`src/rtl/bcd_pkg.sv`:
```
// ============================================================================
// Module : bcd_pkg
// Brief  : Shared state encodings and digit constants for the BCD converters.
// Rev    : 1.0 - initial release
// ============================================================================
`default_nettype none

package bcd_pkg;

  localparam logic [1:0] IDLE  = 2'd0;
  localparam logic [1:0] SHIFT = 2'd1;
  localparam logic [1:0] SUB   = 2'd2;
  localparam logic [1:0] DONE  = 2'd3;

  localparam int DIGIT_W       = 4;
  localparam int CORR_THRESH   = 8;
  localparam int CORR_VAL      = 3;
  localparam int BCD_MAX_DIGIT = 9;

endpackage

`default_nettype wire

```
`src/rtl/bcd_digit_corr.sv`:
```
// ============================================================================
// Module : bcd_digit_corr
// Brief  : Combinational single-digit dabble correction (>= THRESH -> -/+ CORR).
// Rev    : 1.0 - initial release
// ============================================================================
`default_nettype none

module bcd_digit_corr
  import bcd_pkg::*;
#(
  parameter int THRESH   = CORR_THRESH,
  parameter int CORR     = CORR_VAL,
  parameter bit SUBTRACT = 1'b1
) (
  input  logic [DIGIT_W-1:0] i_digit,
  output logic [DIGIT_W-1:0] o_digit
);

  localparam logic [DIGIT_W-1:0] c_thresh = DIGIT_W'(THRESH);
  localparam logic [DIGIT_W-1:0] c_corr   = DIGIT_W'(CORR);

  // SUBTRACT=0 with threshold 5 / +3 gives the forward-converter cell.
  always_comb begin
    o_digit = i_digit;
    if (i_digit >= c_thresh) begin
      o_digit = SUBTRACT ? (i_digit - c_corr) : (i_digit + c_corr);
    end
  end

endmodule

`default_nettype wire

```
`src/rtl/bcd2bin.sv`:
```
// ============================================================================
// Module : bcd2bin
// Brief  : Packed-BCD to binary converter, reverse double-dabble FSM.
//          Optional invalid-digit check enabled by macro BCD2BIN_CHECK_EN.
// Rev    : 1.0 - initial release
// ============================================================================
`default_nettype none

module bcd2bin
  import bcd_pkg::*;
#(
  parameter int DIGITS = 4,
  parameter int BIN_W  = 14
) (
  input  logic                    clk,
  input  logic                    rst_n,
  input  logic                    en,
  input  logic [4*DIGITS-1:0]     bcd_in,
  output logic [BIN_W-1:0]        bin_out,
  output logic                    rdy,
  output logic                    busy,
  output logic                    err
);

  localparam int c_bcd_w = DIGIT_W * DIGITS;
  localparam int c_sr_w  = c_bcd_w + BIN_W;
  localparam int c_cnt_w = $clog2(BIN_W + 1);

  logic [1:0]         r_state;
  logic [c_sr_w-1:0]  r_sr;
  logic [c_cnt_w-1:0] r_sh_cnt;
  logic [BIN_W-1:0]   r_bin;
  logic               r_rdy;
  logic               r_busy;

  logic [c_bcd_w-1:0] w_corr_bcd;
  logic [c_sr_w-1:0]  w_sr_corr;
  logic [BIN_W-1:0]   w_result;

  for (genvar g = 0; g < DIGITS; g++) begin : g_corr
    bcd_digit_corr u_corr (
      .i_digit (r_sr[BIN_W + g*DIGIT_W +: DIGIT_W]),
      .o_digit (w_corr_bcd[g*DIGIT_W +: DIGIT_W])
    );
  end

  // Correction touches only the BCD field; the binary field passes through.
  assign w_sr_corr = {w_corr_bcd, r_sr[BIN_W-1:0]};

`ifdef BCD2BIN_CHECK_EN
  logic [DIGITS-1:0] w_digit_bad;
  logic              r_err;

  for (genvar g = 0; g < DIGITS; g++) begin : g_chk
    assign w_digit_bad[g] = bcd_in[g*DIGIT_W +: DIGIT_W] > DIGIT_W'(BCD_MAX_DIGIT);
  end

  always_ff @(posedge clk or negedge rst_n) begin
    if (!rst_n) begin
      r_err <= 1'b0;
    end else if (r_state == IDLE && en) begin
      r_err <= |w_digit_bad;
    end
  end

  assign w_result = r_err ? '0 : r_sr[BIN_W-1:0];
  assign err      = r_err;
`else
  assign w_result = r_sr[BIN_W-1:0];
  assign err      = 1'b0;
`endif

  always_ff @(posedge clk or negedge rst_n) begin
    if (!rst_n) begin
      r_state  <= IDLE;
      r_sr     <= '0;
      r_sh_cnt <= '0;
      r_bin    <= '0;
      r_rdy    <= 1'b0;
      r_busy   <= 1'b0;
    end else begin
      case (r_state)
        IDLE: begin
          r_rdy <= 1'b0;
          if (en) begin
            r_sr     <= {bcd_in, {BIN_W{1'b0}}};
            r_sh_cnt <= '0;
            r_busy   <= 1'b1;
            r_state  <= SHIFT;
          end
        end
        SHIFT: begin
          r_sr     <= r_sr >> 1;
          r_sh_cnt <= r_sh_cnt + 1'b1;
          r_state  <= SUB;
        end
        SUB: begin
          r_sr    <= w_sr_corr;
          r_state <= (r_sh_cnt == c_cnt_w'(BIN_W)) ? DONE : SHIFT;
        end
        DONE: begin
          r_bin   <= w_result;
          r_rdy   <= 1'b1;
          r_busy  <= 1'b0;
          r_state <= IDLE;
        end
        default: r_state <= IDLE;
      endcase
    end
  end

  assign bin_out = r_bin;
  assign rdy     = r_rdy;
  assign busy    = r_busy;

endmodule

`default_nettype wire

```
`config.mk`:
```
export PLATFORM = sky130hd
export DESIGN_NAME = bcd2bin
export DESIGN_NICKNAME = d
export VERILOG_FILES = /design/src/rtl/bcd_pkg.sv /design/src/rtl/bcd_digit_corr.sv /design/src/rtl/bcd2bin.sv
export SDC_FILE = /design/constraint.sdc
export NUM_CORES = 1
export LEC_CHECK = 0
export ABC_AREA = 1
export ABC_CLOCK_PERIOD_IN_PS = 2970
export BUFFER_PORTS_ARGS = -buffer_cell sky130_fd_sc_hd__buf_2
export CELL_PAD_IN_SITES_DETAIL_PLACEMENT = 1
export CELL_PAD_IN_SITES_GLOBAL_PLACEMENT = 2
export CORE_ASPECT_RATIO = 1.5
export CORE_MARGIN = 4
export CORE_UTILIZATION = 30
export DETAILED_ROUTE_END_ITERATION = 12
export GPL_ROUTABILITY_DRIVEN = 0
export PLACE_DENSITY_LB_ADDON = 0.1
export SLEW_MARGIN = 20
export SYNTH_ARGS = -nofsm -noshare
export SYNTH_HDL_FRONTEND = slang
export SYNTH_SLANG_ARGS = --single-unit
```
`constraint.sdc`:
```
create_clock -name clk -period 2.97 [get_ports clk]
set_input_delay 0.297 -clock clk [delete_from_list [all_inputs] [get_ports clk]]
set_output_delay 0.297 -clock clk [all_outputs]
set_load 0.02 [all_outputs]
```
==> impl_metrics.tcl, run 1 <==
set metrics [dict create \
    outcome "completed" \
    ioPinCount 36 \
    ys_warn_count 0 \
    cap_violations 0 \
    timing.rr.start "r_state[1]$_DFFE_PN0P_" \
    p_leak_nw 1.79 \
    numCtsBuffers 5 \
    fin_nets 424 \
    rsz0062_at_grt "false" \
    rrSetupSlack_ns 0.99 \
    synth_common_cells "nand2_1 (152), dfrtp_1 (52), inv_1 (30), nand3_1 (28), o21ai_1 (18)" \
    timing_worst_setup_path_type "flip-flop to flip-flop" \
    seq_power_share_pct 32.5 \
    crit_buf_inv 1 \
    fillers 1140 \
    htreeDepth 2 \
    fin_util_pct 35.6 \
    die_area_mm2 0.0109 \
    regArea_mm2 0.00130 \
    slowest_stage "dfrtp_1" \
    cts_tree "yes" \
    synth-seq-cells 52 \
    drive_above_1_share_pct 14.5 \
    cp.arrival_ns 2.17 \
    switching_share_pct 46.2 \
    cts_root_buf "clkbuf_16" \
    drt-pass1-iter-count 4 \
    drt_iter0_drc 42 \
    grtUsageTotal_pct 13.5 \
    max_slew_margin_pct 53.5 \
    rr_worst_depth 7 \
    multi_input_area_mm2 0.00125 \
    wl_per_cell_um 13.5 \
    fp.dieW_um 86.4 \
    globalRouteOverflowTotal 0 \
    dr_total_vias 2352 \
    clk_latency_ns 0.29 \
    grt_max_degree 53 \
    antenna_found_initial 0 \
    syn_area_mm2 0.00277 \
    synth_cell_types 29 \
    cts_resized 0 \
    p_comb_share_pct 47.4 \
    syn_nets 391 \
    hold_class "input pin to asynchronous set/reset pin" \
    p_clk_share_pct 20.0 \
    grt_pass1_wl_um 11900 \
    seq_area_frac_synth_pct 47.0 \
    post-cts-setup-buffers 0 \
    p_sw_mw 1.52 \
    synth_top_area_share_pct 47.0 \
    slew_violations 0 \
    endpoint "r_sr[28]$_DFFE_PN0P_" \
    endpoint_kind "flip-flop" \
    drt-total-wl_um 6770 \
    r2r_end "r_sr[28]$_DFFE_PN0P_" \
    synthFlopType "dfrtp_1" \
    fin_ws_ns 0.993 \
    setup_violations 0 \
    crit_family "flip-flops" \
    clkSinkCount 52 \
    worst_pin_slew_ns 0.697 \
    place_ws_ns 0.938 \
    yosysMostFrequentCell "nand2_1" \
    antenna_left 0 \
    cp-startpoint "r_state[1]$_DFFE_PN0P_" \
    cp.depth 7 \
    cts_buffer_depth 2 \
    area_growth_syn_to_layout_pct 14.8 \
    synthArstFlopShare_pct 100 \
    grt_pass1_vias 2514 \
    required_ns 3.16 \
    yosys.area.top_type "dfrtp_1" \
    drc 0 \
    synth_enable_flop_cells 0 \
    start_util_pct 31.0 \
    vias_per_cell 4.69 \
    internal_power_mw 1.77 \
    rows 42 \
    synth_area_leaders "dfrtp_1 (47%), nand2_1 (21%), ha_1 (6.3%)" \
    clk_pin_slew_ns 0.07 \
    vdd_ir_drop_max_mv 0.472 \
    worstPathCellList "ha_1 -> inv_2 -> nand2_2 -> a21oi_2 -> nand2_1 -> nand2_1 -> nand2_1" \
    tns_ns 0 \
    hold_violations 0 \
    die_h_um 126 \
    syn_avg_cell_area_um2 7.73 \
    start_kind "flip-flop" \
    io_buffers 34 \
    crit_top_cell "nand2_1" \
    post-dp-hpwl_um 4920 \
    critPathMaxStageDelay_ns 0.43 \
    diodes 0 \
    dpl_cell_area_mm2 0.00301 \
    syn_inst 358 \
    finalInstanceArea_mm2 0.00318 \
    p_per_area_mw_per_mm2 1040 \
    fmax_ghz 0.506 \
    fp.coreArea_mm2 0.00893 \
    critPathMaxFanout 17 \
    finalClockSkew_ns 0.00419 \
    cts_hold_buf 0 \
    period_needed_ns 1.98 \
    period_share_pct 66.6 \
]
[cell families (layout without fill, tap and decap cells)]
logic type / after synthesis / count (layout) / share of synthesized area, %
AO/OA/AOI/OAI: 47 / 47 / 9.40
adder cells (fa/ha/maj): 14 / 14 / 6.33
buffers and inverters: 46 / 80 / 7.91
flip-flops: 52 / 52 / 47.0
other: 1 / 1 / 0.135
AND/OR/NAND/NOR: 198 / 198 / 29.2
[cell type report]
| class | count | area share, % |
|---|---|---|
| Timing Repair Buffer | 37 | 6.06 |
| Sequential cell | 52 | 40.9 |
| Clock inverter | 2 | 1.10 |
| Inverter | 35 | 4.21 |
| Multi-Input combinational cell | 260 | 39.3 |
| Tap cell | 110 | 4.33 |
| Clock buffer | 6 | 4.06 |
[cell usage in the layout (no fill, tap or decap), drive strengths merged]
cell	netlist	final
o21ai	34	34
nand2	153	153
nor3	1	1
clkinv	0	1
dfrtp	52	52
conb	1	1
nor2	14	14
clkbuf	3	6
o22ai	1	1
bufinv	0	1
buf	8	37
nand3	29	29
inv	35	35
a21oi	8	8
ha	14	14
o211ai	3	3
nand4	1	1
a31oi	1	1
[power by group through the flow]
| stage | combinational [mW] | sequential (mW) | clock [mW] |
|---|---|---|---|
| 5_1_grt | 1.84 | 1.10 | 0.716 |
| 3_5_place_dp | 1.62 | 1.09 | 0 |
| 2_1_floorplan | 1.21 | 1.10 | 0 |
| 6_report | 1.56 | 1.07 | 0.660 |
| 4_1_cts | 1.62 | 1.08 | 0.684 |
| 3_3_place_gp | 1.60 | 1.08 | 0 |
[routing by layer]
layer | share of wire, % | vias up | GRT usage, %
met4 | 1.6 | 0 | 4.68
met5 | 0 | - | 0
met2 | 51 | 29 | 23.4
met3 | 3.1 | 6 | 2.42
li1 | - | 1185 | -
met1 | 44 | 1132 | 16.5
[flip-flops by register name, summed over array words and instances (netlist names)]
register  flops
r_state       2
rdy           1
bin_out      14
r_sr         30
busy          1
r_sh_cnt      4
[metrics by stage]
step	hold slack (ns)	cells	power (mW)
2_1_floorplan	0.00141	358	2.31
3_3_place_gp	0.452	494	2.68
3_5_place_dp	0.455	494	2.71
4_1_cts	0.158	502	3.39
5_1_grt	0.194	502	3.66
6_report	0.129	502	3.30
[worst min-delay path by stage]
stage / start / to / slack [ns] / cells after the start
2_1_floorplan: rst_n / bin_out[0]$_DFFE_PN0P_ / 0.001 / 0
3_3_place_gp: bin_out[10]$_DFFE_PN0P_ / bin_out[10]$_DFFE_PN0P_ / 0.45 / 2
3_5_place_dp: bin_out[11]$_DFFE_PN0P_ / bin_out[11]$_DFFE_PN0P_ / 0.45 / 2
4_1_cts: rst_n / bin_out[12]$_DFFE_PN0P_ / 0.16 / 2
5_1_grt: rst_n / bin_out[12]$_DFFE_PN0P_ / 0.19 / 2
6_report: rst_n / bin_out[12]$_DFFE_PN0P_ / 0.13 / 2
No activity file was read; power rests on OpenSTA's default activity.
==> run 2, diff against run 1 <==
--- a/config.mk
+++ b/config.mk
@@ -6,7 +6,7 @@
 export NUM_CORES = 1
 export LEC_CHECK = 0
 export ABC_AREA = 1
-export ABC_CLOCK_PERIOD_IN_PS = 2970
+export ABC_CLOCK_PERIOD_IN_PS = 1600
 export BUFFER_PORTS_ARGS = -buffer_cell sky130_fd_sc_hd__buf_2
 export CELL_PAD_IN_SITES_DETAIL_PLACEMENT = 1
 export CELL_PAD_IN_SITES_GLOBAL_PLACEMENT = 2
==> constraint.sdc (replaced) <==
create_clock -name clk -period 1.6 [get_ports clk]
set_input_delay 0.16 -clock clk [delete_from_list [all_inputs] [get_ports clk]]
set_output_delay 0.16 -clock clk [all_outputs]
set_load 0.02 [all_outputs]
==> impl_metrics.tcl, run 2 (synthesis results as in run 1) <==
set metrics [dict create \
    outcome "completed" \
    hold_class "input pin to flip-flop" \
    finalClockSkew_ns 0.00226 \
    die_h_um 126 \
    fillers 1122 \
    drc 0 \
    p_per_area_mw_per_mm2 1960 \
    multi_input_area_mm2 0.00134 \
    timing.hold.ws_ns 0.170 \
    drt-pass1-iter-count 4 \
    fp.dieW_um 86.4 \
    regMostFlops "r_sr" \
    vdd_ir_drop_max_mv 0.689 \
    cts_tree "yes" \
    clk_latency_ns 0.29 \
    grt_max_degree 30 \
    clk_pin_slew_ns 0.07 \
    grt_pass1_wl_um 12300 \
    diodes 0 \
    place_ws_ns -0.0582 \
    start_util_pct 31.0 \
    ioPinCount 36 \
    cts_root_buf "clkbuf_16" \
    grtUsageTotal_pct 13.9 \
    io_buffers 34 \
    fin_nets 442 \
    p_leak_nw 1.87 \
    required_ns 1.84 \
    hold_violations 0 \
    final_common_cell "nand2_1" \
    cp.arrival_ns 1.72 \
    clkSinkCount 52 \
    grt_pass1_vias 2596 \
    finalInstanceArea_mm2 0.00342 \
    drive_above_1_share_pct 20.2 \
    fmax_ghz 0.672 \
    timing_worst_setup_path_type "flip-flop to flip-flop" \
    p_total_mw 6.70 \
    globalRouteOverflowTotal 0 \
    cap_violations 0 \
    largest_reg_flops 30 \
    critPathMaxFanout 7 \
    drt_iter0_drc 48 \
    fin_util_pct 38.3 \
    wl_per_cell_um 13.8 \
    vias_per_cell 4.71 \
    antenna_found_initial 0 \
    rows 42 \
    final_cell_count_no_fill 520 \
    start_kind "flip-flop" \
    numCtsBuffers 5 \
    fin_ws_ns 0.113 \
    regArea_mm2 0.00130 \
    drt-total-wl_um 7160 \
    cts_buffer_depth 2 \
    rsz0062_at_grt "true" \
    tns_ns 0 \
    dpl_cell_area_mm2 0.00314 \
    dp.cells 508 \
    die_area_mm2 0.0109 \
    dr_total_vias 2450 \
    period_share_pct 93.0 \
    area_growth_syn_to_layout_pct 23.5 \
    period_needed_ns 1.49 \
    setup_violations 0 \
    final_cell_mix "nand2_1 (151), dfrtp_1 (51), buf_2 (35), inv_1 (28), nand3_1 (28)" \
    endpoint_kind "flip-flop" \
    slew_violations 0 \
    fp.coreArea_mm2 0.00893 \
    antenna_left 0 \
    htreeDepth 2 \
    post-dp-hpwl_um 5290 \
]
[run 2: cell types whose count changed in the layout (fill, tap and decap cells not counted), sizes merged]
cell	delta
buf	+16
nor2	+1
bufinv	-1
clkinvlp	+1
dlygate4sd3	+1
[run 2: report_power, final]
part	total (mW)	switching (mW)	leakage, nW	internal (mW)
sequential	1.99	0.297	0.693	1.69
combinational	3.63	2.30	1.11	1.33
clock	1.08	0.499	0.0671	0.584
[run 2: final cells by class]
class,instances,area share [%]
Inverter,35,4.14
Timing Repair Buffer,54,10.4
Clock inverter,2,0.476
Sequential cell,52,38.1
Tap cell,110,4.03
Clock buffer,6,3.77
Multi-Input combinational cell,261,39.1
[run 2: worst max-delay path: stages (launching register included)]
cell,delay (ns)
dfrtp_1,0.39
buf_4,0.15
ha_2,0.19
buf_4,0.16
buf_6,0.14
nor2_4,0.21
nand3_1,0.11
nand2_1,0.07
[run 2: routing by layer]
metal,vias up,track usage [%],share of wire [%]
met4,0,3.94,1.5
met1,1181,16.2,40
li1,1230,-,-
met2,31,25.5,55
met5,-,0,0
met3,8,2.48,3.3
[run 2: final timing paths]
check / endpoint / start / slack (ns) / depth (start not counted)
max in group asynchronous: r_sr[21]$_DFFE_PN0P_ / rst_n / 0.77 / 3
worst max register to register: r_sr[11]$_DFFE_PN0P_ / r_state[1]$_DFFE_PN0P_ / 0.11 / 7
worst max-delay path: r_sr[11]$_DFFE_PN0P_ / r_state[1]$_DFFE_PN0P_ / 0.11 / 7
min in group asynchronous: bin_out[5]$_DFFE_PN0P_ / rst_n / 0.31 / 2
worst min-delay path: r_sr[29]$_DFFE_PN0P_ / bcd_in[15] / 0.17 / 5
worst min register to register: bin_out[7]$_DFFE_PN0P_ / bin_out[7]$_DFFE_PN0P_ / 0.46 / 2
[run 2: what timing repair did]
item / 4_1_cts / 5_1_grt
endpoints found under the setup margin: 8 / 32
buffers inserted: 1 / 0
cloned: 0 / 2
hold endpoints to repair: 11 / 0
hold buffers: 1 / 0
pin swaps: 0 / 2
resized for setup: 3 / 21
